## config.mk

```make
export PLATFORM = sky130hd
export DESIGN_NAME = fifo_wr_arbiter
export DESIGN_NICKNAME = d
export VERILOG_FILES = /design/src/rtl/fifo_wr_arbiter.sv
export SDC_FILE = /design/constraint.sdc
export NUM_CORES = 1
export LEC_CHECK = 0
export ABC_AREA = 0
export BUFFER_PORTS_ARGS = -buffer_cell sky130_fd_sc_hd__buf_4
export CAP_MARGIN = 25
export CORE_MARGIN = 3
export CORE_UTILIZATION = 40
export DETAILED_ROUTE_END_ITERATION = 16
export PLACE_DENSITY = 0.74
export SYNTH_ARGS = -nofsm -noshare
export SYNTH_HDL_FRONTEND = slang
export SYNTH_SLANG_ARGS = --single-unit
```

## constraint.sdc

```tcl
create_clock -name clk -period 2 [get_ports clk]
set_input_delay 0.4 -clock clk [delete_from_list [all_inputs] [get_ports clk]]
set_output_delay 0.4 -clock clk [all_outputs]
set_load 0.01 [all_outputs]
```

## src/rtl/fifo_wr_arbiter.sv

```systemverilog
// fifo_wr_arbiter: round-robin, packet-locking write arbiter for one FIFO
// write port. A grant is held until the owner's last beat transfers, or
// until the watchdog releases an owner that has stopped presenting data.
module fifo_wr_arbiter #(
  parameter int N_REQ   = 4,
  parameter int WIDTH   = 8,
  parameter int TIMEOUT = 16,
  parameter int IDW     = (N_REQ > 1) ? $clog2(N_REQ) : 1
) (
  input  logic                   clk,
  input  logic                   rstn,
  input  logic [N_REQ-1:0]       req_valid,
  input  logic [N_REQ-1:0]       req_last,
  input  logic [N_REQ*WIDTH-1:0] req_data,
  output logic [N_REQ-1:0]       req_ready,
  output logic                   push,
  output logic [WIDTH-1:0]       din,
  input  logic                   full,
  output logic [IDW-1:0]         grant_id,
  output logic                   busy,
  output logic                   abort
);

  localparam int CW = $clog2(TIMEOUT);
  localparam logic [IDW-1:0] LAST_ID = IDW'(N_REQ - 1);
  localparam logic [CW-1:0]  CNT_MAX = CW'(TIMEOUT - 1);

  typedef enum logic {IDLE, LOCK} state_t;

  state_t           state_q, state_d;
  logic [IDW-1:0]   owner_q, owner_d;
  logic [IDW-1:0]   rr_ptr_q, rr_ptr_d;
  logic [CW-1:0]    idle_cnt_q, idle_cnt_d;
  logic             abort_q, abort_d;

  logic [WIDTH-1:0] data_arr [N_REQ];
  logic             owner_valid;
  logic             owner_last;
  logic [IDW-1:0]   owner_inc;
  logic             sel_found;
  logic [IDW-1:0]   sel_id;

  // Split the flat data bus into one word per requester
  for (genvar gi = 0; gi < N_REQ; gi++) begin : g_data
    assign data_arr[gi] = req_data[gi*WIDTH +: WIDTH];
  end

  assign owner_valid = req_valid[owner_q];
  assign owner_last  = req_last[owner_q];
  assign owner_inc   = (owner_q == LAST_ID) ? '0 : owner_q + 1'b1;

  assign grant_id = owner_q;
  assign busy     = (state_q == LOCK);
  assign abort    = abort_q;

  // Round-robin search: first valid index starting at rr_ptr, wrapping
  always_comb begin
    int cand_int;
    logic [IDW-1:0] cand;
    sel_found = 1'b0;
    sel_id    = rr_ptr_q;
    cand_int  = 0;
    cand      = '0;
    for (int i = 0; i < N_REQ; i++) begin
      cand_int = (int'(rr_ptr_q) + i) % N_REQ;
      cand     = IDW'(cand_int);
      if (!sel_found && req_valid[cand]) begin
        sel_found = 1'b1;
        sel_id    = cand;
      end
    end
  end

  // Next-state, watchdog and write-port outputs
  always_comb begin
    state_d    = state_q;
    owner_d    = owner_q;
    rr_ptr_d   = rr_ptr_q;
    idle_cnt_d = idle_cnt_q;
    abort_d    = 1'b0;
    req_ready  = '0;
    push       = 1'b0;
    din        = '0;
    case (state_q)
      IDLE: begin
        if (sel_found) begin
          state_d    = LOCK;
          owner_d    = sel_id;
          idle_cnt_d = '0;
        end
      end
      LOCK: begin
        // Only the owner sees ready; ready never depends on valid
        req_ready[owner_q] = ~full;
        push               = owner_valid & ~full;
        din                = data_arr[owner_q];
        if (owner_valid) begin
          // A valid owner held off by full is not idle
          idle_cnt_d = '0;
          if (push && owner_last) begin
            state_d  = IDLE;
            rr_ptr_d = owner_inc;
          end
        end else if (idle_cnt_q == CNT_MAX) begin
          state_d    = IDLE;
          rr_ptr_d   = owner_inc;
          abort_d    = 1'b1;
          idle_cnt_d = '0;
        end else begin
          idle_cnt_d = idle_cnt_q + 1'b1;
        end
      end
      default: state_d = IDLE;
    endcase
  end

  // State registers with synchronous active-low reset
  always_ff @(posedge clk) begin
    if (!rstn) begin
      state_q    <= IDLE;
      owner_q    <= '0;
      rr_ptr_q   <= '0;
      idle_cnt_q <= '0;
      abort_q    <= 1'b0;
    end else begin
      state_q    <= state_d;
      owner_q    <= owner_d;
      rr_ptr_q   <= rr_ptr_d;
      idle_cnt_q <= idle_cnt_d;
      abort_q    <= abort_d;
    end
  end

endmodule

```

## Word-level counts from Yosys, hierarchy flattened

Cells that the tools add are included.

| cells by class | value |
|---|---|
| add/subtract/negate cells | 5 |
| order comparisons | 7 |
| equal/unequal tests | 4 |
| muxes and demuxes | 41 |
| bitwise gates (word level) | 6 |
| reduce and logical (&&, ||, !) cells | 12 |

Operator list:

| operator | number |
|---|---|
| two-way mux 8 bit | 3 |
| two-way mux 1 bit | 17 |
| binary-select mux 8 bit (select 2 bit) | 1 |
| two-way mux 4 bit | 4 |
| less-than comparator 2 x 3 -> 1 bit (second input constant) | 5 |
| two-way mux 2 bit | 7 |
| binary-select mux 1 bit (select 2 bit) | 6 |
| case mux 4 bit (2 select lines) | 1 |
| logical AND 1 bit | 5 |
| adder 2 x 1 -> 2 bit (second input constant) | 2 |
| adder 2 bit (second input constant) | 2 |
| adder 4 x 1 -> 4 bit (second input constant) | 1 |
| AND 4 bit | 1 |
| == test 4 bit (second input constant) | 1 |
| >= comparator 3 bit (second input constant) | 1 |
| logical NOT 1 bit | 3 |
| NOT 1 bit | 3 |
| NOT 2 -> 3 bit | 1 |
| AND reduction 3 bit | 1 |
| OR reduction 3 bit | 1 |
| demux 1 bit (select 2 bit) | 1 |
| == test 2 bit (second input constant) | 1 |
| >= comparator 2 x 1 -> 1 bit (second input constant) | 1 |
| != test 2 x 1 -> 1 bit (second input constant) | 1 |
| other kinds (5) | 5 |

| storage, ports and cells | value |
|---|---|
| register bits | 10 |
| input bits | 43 |
| output and inout port bits | 17 |
| logic and storage cells | 80 |

## Logic depth before layout (Yosys ltp)

| depth | value |
|---|---|
| word-level depth | 14 |
| mapped depth | 6 |
| depth with buffers taken out | 5 |

## Worst setup path after synthesis

OpenSTA, ideal clock, no wires.

| timing | value |
|---|---|
| kind | register to output |
| start | register owner_q[0], in the netlist grant_id[0] |
| end | output port din[0] |
| arrival | 1.497 ns |
| data required time | 1.600 ns |
| slack | 0.103 ns |
| stages on the path, launching flop included | 4 |
| path buffers | 1 |
| path through | dfxtp_1 > buf_2 > mux4_2 > and2_1 |

| on the way | value |
|---|---|
| word-level cells in the longest chain between the ends | 5 |

Ends and longest elaborated chain:

| what | RTL line | source |
|---|---|---|
| from (decl) | 31 | `logic [IDW-1:0] owner_q, owner_d;` |
| from (signal assigned) | 127 | `owner_q <= owner_d;` |
| NOT 2 -> 3 bit (not written as such) | 96 | `din = data_arr[owner_q];` |
| binary-select mux 8 bit (select 2 bit) | 96 |  |
| two-way mux 8 bit (not written as such) (2 in a row) | 96 |  |
| two-way mux 8 bit | 84 | `case (state_q)` |
| to (decl) | 17 | `output logic [WIDTH-1:0] din,` |

No other way between the ends. The select of a mux whose other input is x is not followed.

## Worst setup path after layout

| timing | value |
|---|---|
| start | register owner_q[0], in the netlist grant_id[0] |
| end | output port push |

| on the way | value |
|---|---|
| word-level cells in the longest chain between the ends | 4 |

Ends and longest elaborated chain:

| what | RTL line | source |
|---|---|---|
| binary-select mux 1 bit (select 2 bit) | 48 | `assign owner_valid = req_valid[owner_q];` |
| two-way mux 1 bit (not written as such) | 48 |  |
| AND 1 bit | 95 | `push = owner_valid & ~full;` |
| two-way mux 1 bit | 84 |  |
| to (decl) | 16 | `output logic push,` |

No other way between the ends. The select of a mux whose other input is x is not followed.

==> metrics.cfg <==
[outcome]
outcome = completed

[critical_path]
endpoint_kind = output pin
crit_buf_inv = 2
crit_type = reg -> out
crit_slowest_cell = mux4_2
critPathLaunchType = flip-flop
ff2ff_setup_slack_ps = 160
worstPathMaxFanout = 5
cp_slowest_stage_delay_ps = 510
worstPathRequired_ps = 1600
r2r_end = rr_ptr_q[1]
critPathArrivalTime_ps = 1570
cpLargestDelayFamily = multiplexers
r2r_start = grant_id[0]
startpoint = grant_id[0]
path_cells = buf_6 > mux4_2 > and2_4 > buf_4
cp.depth = 4
crit_end = push
reg2reg_depth = 6

[pwr]
leakagePower_uw = 0.000715
p_per_area_nw_per_um2 = 459
peakVddDrop_v = 0.000499
power_uw = 711

[synth]
synth_fp_nets = 147
ys_ff_latch = 10
syn_area_per_cell_um2 = 9.47
yosys.area.top_type = dfxtp_1
syn-instance-count = 99
ys_types = 36
synthTopCellsByArea = dfxtp_1 (21%), mux4_2 (19%), and2_1 (9.3%)
seq_area_frac_synth_pct = 21.4
synth-warning-count = 0
netlist.area_leader.share_pct = 21.4
syn-cell-area_um2 = 937

[die]
ioPinCount = 60
die_w_um = 54.4
fp.dieH_um = 54.4
rows = 16
dieArea_um2 = 2960
start_util_pct = 45.0
core_um2 = 2080

[cells_and_area]
antenna_cells = 0
area_growth_pct = 65.4
fin_nets = 218
final_cell_area_um2 = 1550
final_core_util_pct = 74.5
num-fill-cells = 166
drive_above_1_share_pct = 55.0
stdcell_count = 196

[timing]
min_period_ps = 1970
fmax_mhz = 508
finalSetupViolCount = 0
fin_tns_setup_ps = 0
slew_headroom_pct = 71.9
hold_viol = 0
worst_pin_slew_ps = 417
finalCritPeriodShare_pct = 98.3
drv_slew = 0
skew_ps = 1.95

[cts]
root_buffer = clkbuf_4
clock_path_buffers = 2
ctsHoldBuffers = 0
cts_made_buffers = 3
cts.sinks = 10
cts_htree_levels = 1
cts_tree = yes
clock_latency_ps = 270
clk_pin_slew_ps = 70

[grt]
grt_overflow = 0
grt_max_degree = 17
grt_pass1_vias = 1057
antenna_found_initial = 0
grt_first_pass_wirelength_um = 4750
grt_util_all_layers_pct = 22.5

[flow_run]
maxCapViolations = 0

[detailed_routing]
post_drt_via_cell_ratio = 5.51
drtAntennaViolNets = 0
first_iter_violations = 21
wirelength_um = 3100
dr.pass1.iters = 4
vias = 1079
drc = 0
routedWlPerCell_um = 15.8

[placed_design]
dp_hpwl_um = 2520
dpl_cell_area_um2 = 1440
io_buffers = 59
gp_congestion = 0.788
dp_cells = 187

[worst_hold_path]
min_path_type = in -> reg

==> what timing repair did <==
| item | CTS | global route |
|---|---|---|
| setup endpoints to repair | 7 | 7 |
| resized for setup | 7 | 7 |
| pin swaps | 2 | 4 |
| buffers inserted | 1 | 4 |
==> worst min-delay path by stage <==
| stage | from | to | slack [ps] | cells after the start |
|---|---|---|---|---|
| final | rstn | grant_id[1] | 440 | 3 |
| after global routing | req_valid[1] | grant_id[1] | 460 | 3 |
| after CTS | rstn | grant_id[1] | 440 | 3 |
| after detailed placement | idle_cnt_q[3] | idle_cnt_q[3] | 490 | 2 |
| after global placement | idle_cnt_q[3] | idle_cnt_q[3] | 490 | 2 |
| after floorplan | idle_cnt_q[3] | idle_cnt_q[3] | 470 | 2 |
==> worst reg2reg max path: stages (launching register included) <==
cell,delay [ps]
dfxtp_4,380
buf_6,120
buf_4,110
buf_4,90
mux4_1,550
and3b_4,240
o311ai_2,270
==> routing by layer <==
metal,vias up,GRT usage (%),wire (um)
met5,-,0,0
met4,0,6.22,29
met3,4,5.72,240
met2,42,46.8,1710
met1,513,20.8,1120
li1,520,-,-
==> flip-flops by register name (all words and copies together) (netlist names) <==
register and count:
grant_id 2, busy 1, abort 1, idle_cnt_q 4
rr_ptr_q 2
==> per-stage QoR <==
| stage | hold WS [ps] | setup WS [ps] |
|---|---|---|
| 6_report | 444 | 33.1 |
| 5_1_grt | 457 | -1.18 |
| 4_1_cts | 435 | 16.8 |
| 3_3_place_gp | 490 | 216 |
| 3_5_place_dp | 489 | 189 |
| 2_1_floorplan | 472 | 103 |
==> cells in the final DEF (no fill, tap or decap), types with 2 or more instances in the layout <==
| cell | Yosys | final |
|---|---|---|
| and2_4 | 0 | 6 |
| ha_1 | 5 | 5 |
| a22oi_1 | 2 | 2 |
| dfxtp_1 | 10 | 9 |
| clkbuf_4 | 0 | 3 |
| buf_4 | 0 | 66 |
| nor2b_1 | 2 | 2 |
| o21ai_0 | 4 | 4 |
| nand4b_1 | 2 | 2 |
| and2_1 | 14 | 8 |
| nor4_1 | 2 | 2 |
| nand2_1 | 4 | 4 |
| a21oi_1 | 2 | 2 |
| mux4_2 | 8 | 9 |
| buf_6 | 0 | 3 |
| nor2_1 | 8 | 8 |
| inv_1 | 6 | 6 |
| nand3_1 | 4 | 4 |
| nor3_1 | 2 | 2 |
| a31oi_1 | 2 | 2 |
==> power by group <==
| part | switching [uW] | internal (uW) |
|---|---|---|
| logic | 118 | 187 |
| registers | 10.3 | 209 |
| clock network | 76.5 | 111 |
| total | 205 | 506 |
==> logic make-up (layout without fill, tap and decap cells) <==
logic type	after synthesis	after routing	share of synthesized area, %
multiplexers	10	10	24.8
buffers and inverters	10	80	4.14
AND/OR/NAND/NOR	44	44	27.1
adder cells (fa/ha/maj)	5	5	6.68
AO/OA/AOI/OAI	20	20	15.9
flip-flops	10	10	21.4
==> cell usage after synthesis <==
| master | number |
|---|---|
| a21o_1 | 1 |
| o221ai_1 | 1 |
| nor2_1 | 8 |
| a211o_1 | 1 |
| buf_2 | 1 |
| ha_1 | 5 |
| and3_1 | 1 |
| buf_1 | 1 |
| a21oi_1 | 2 |
| nor3_2 | 1 |
| o311ai_2 | 1 |
| nor3b_1 | 1 |
| nand2b_1 | 1 |
| nor4_1 | 2 |
| a31oi_1 | 2 |
| nand4b_1 | 2 |
| o21a_1 | 1 |
| nand4_1 | 1 |
| a41oi_1 | 1 |
| a22oi_1 | 2 |
| nor2b_1 | 2 |
| nand3_1 | 4 |
| mux4_2 | 8 |
| a221oi_1 | 1 |
| a32oi_1 | 1 |
| and3b_4 | 1 |
| a21boi_0 | 1 |
| nand2_1 | 4 |
| nor3_1 | 2 |
| mux4_1 | 2 |
| o21ai_0 | 4 |
| inv_1 | 6 |
| o311ai_1 | 1 |
| dfxtp_1 | 10 |
| and2_1 | 14 |
| clkbuf_1 | 2 |
==> area by class of cell <==
type                            instances  area [um2]  area share [%]
Tap cell                               27        33.8            2.18
Timing Repair Buffer                   70         544            35.1
Inverter                                6        22.5            1.45
Sequential cell                        10         204            13.2
Clock buffer                            4        36.3            2.34
Multi-Input combinational cell         79         709            45.8
No activity file was read; power rests on OpenSTA's default activity.
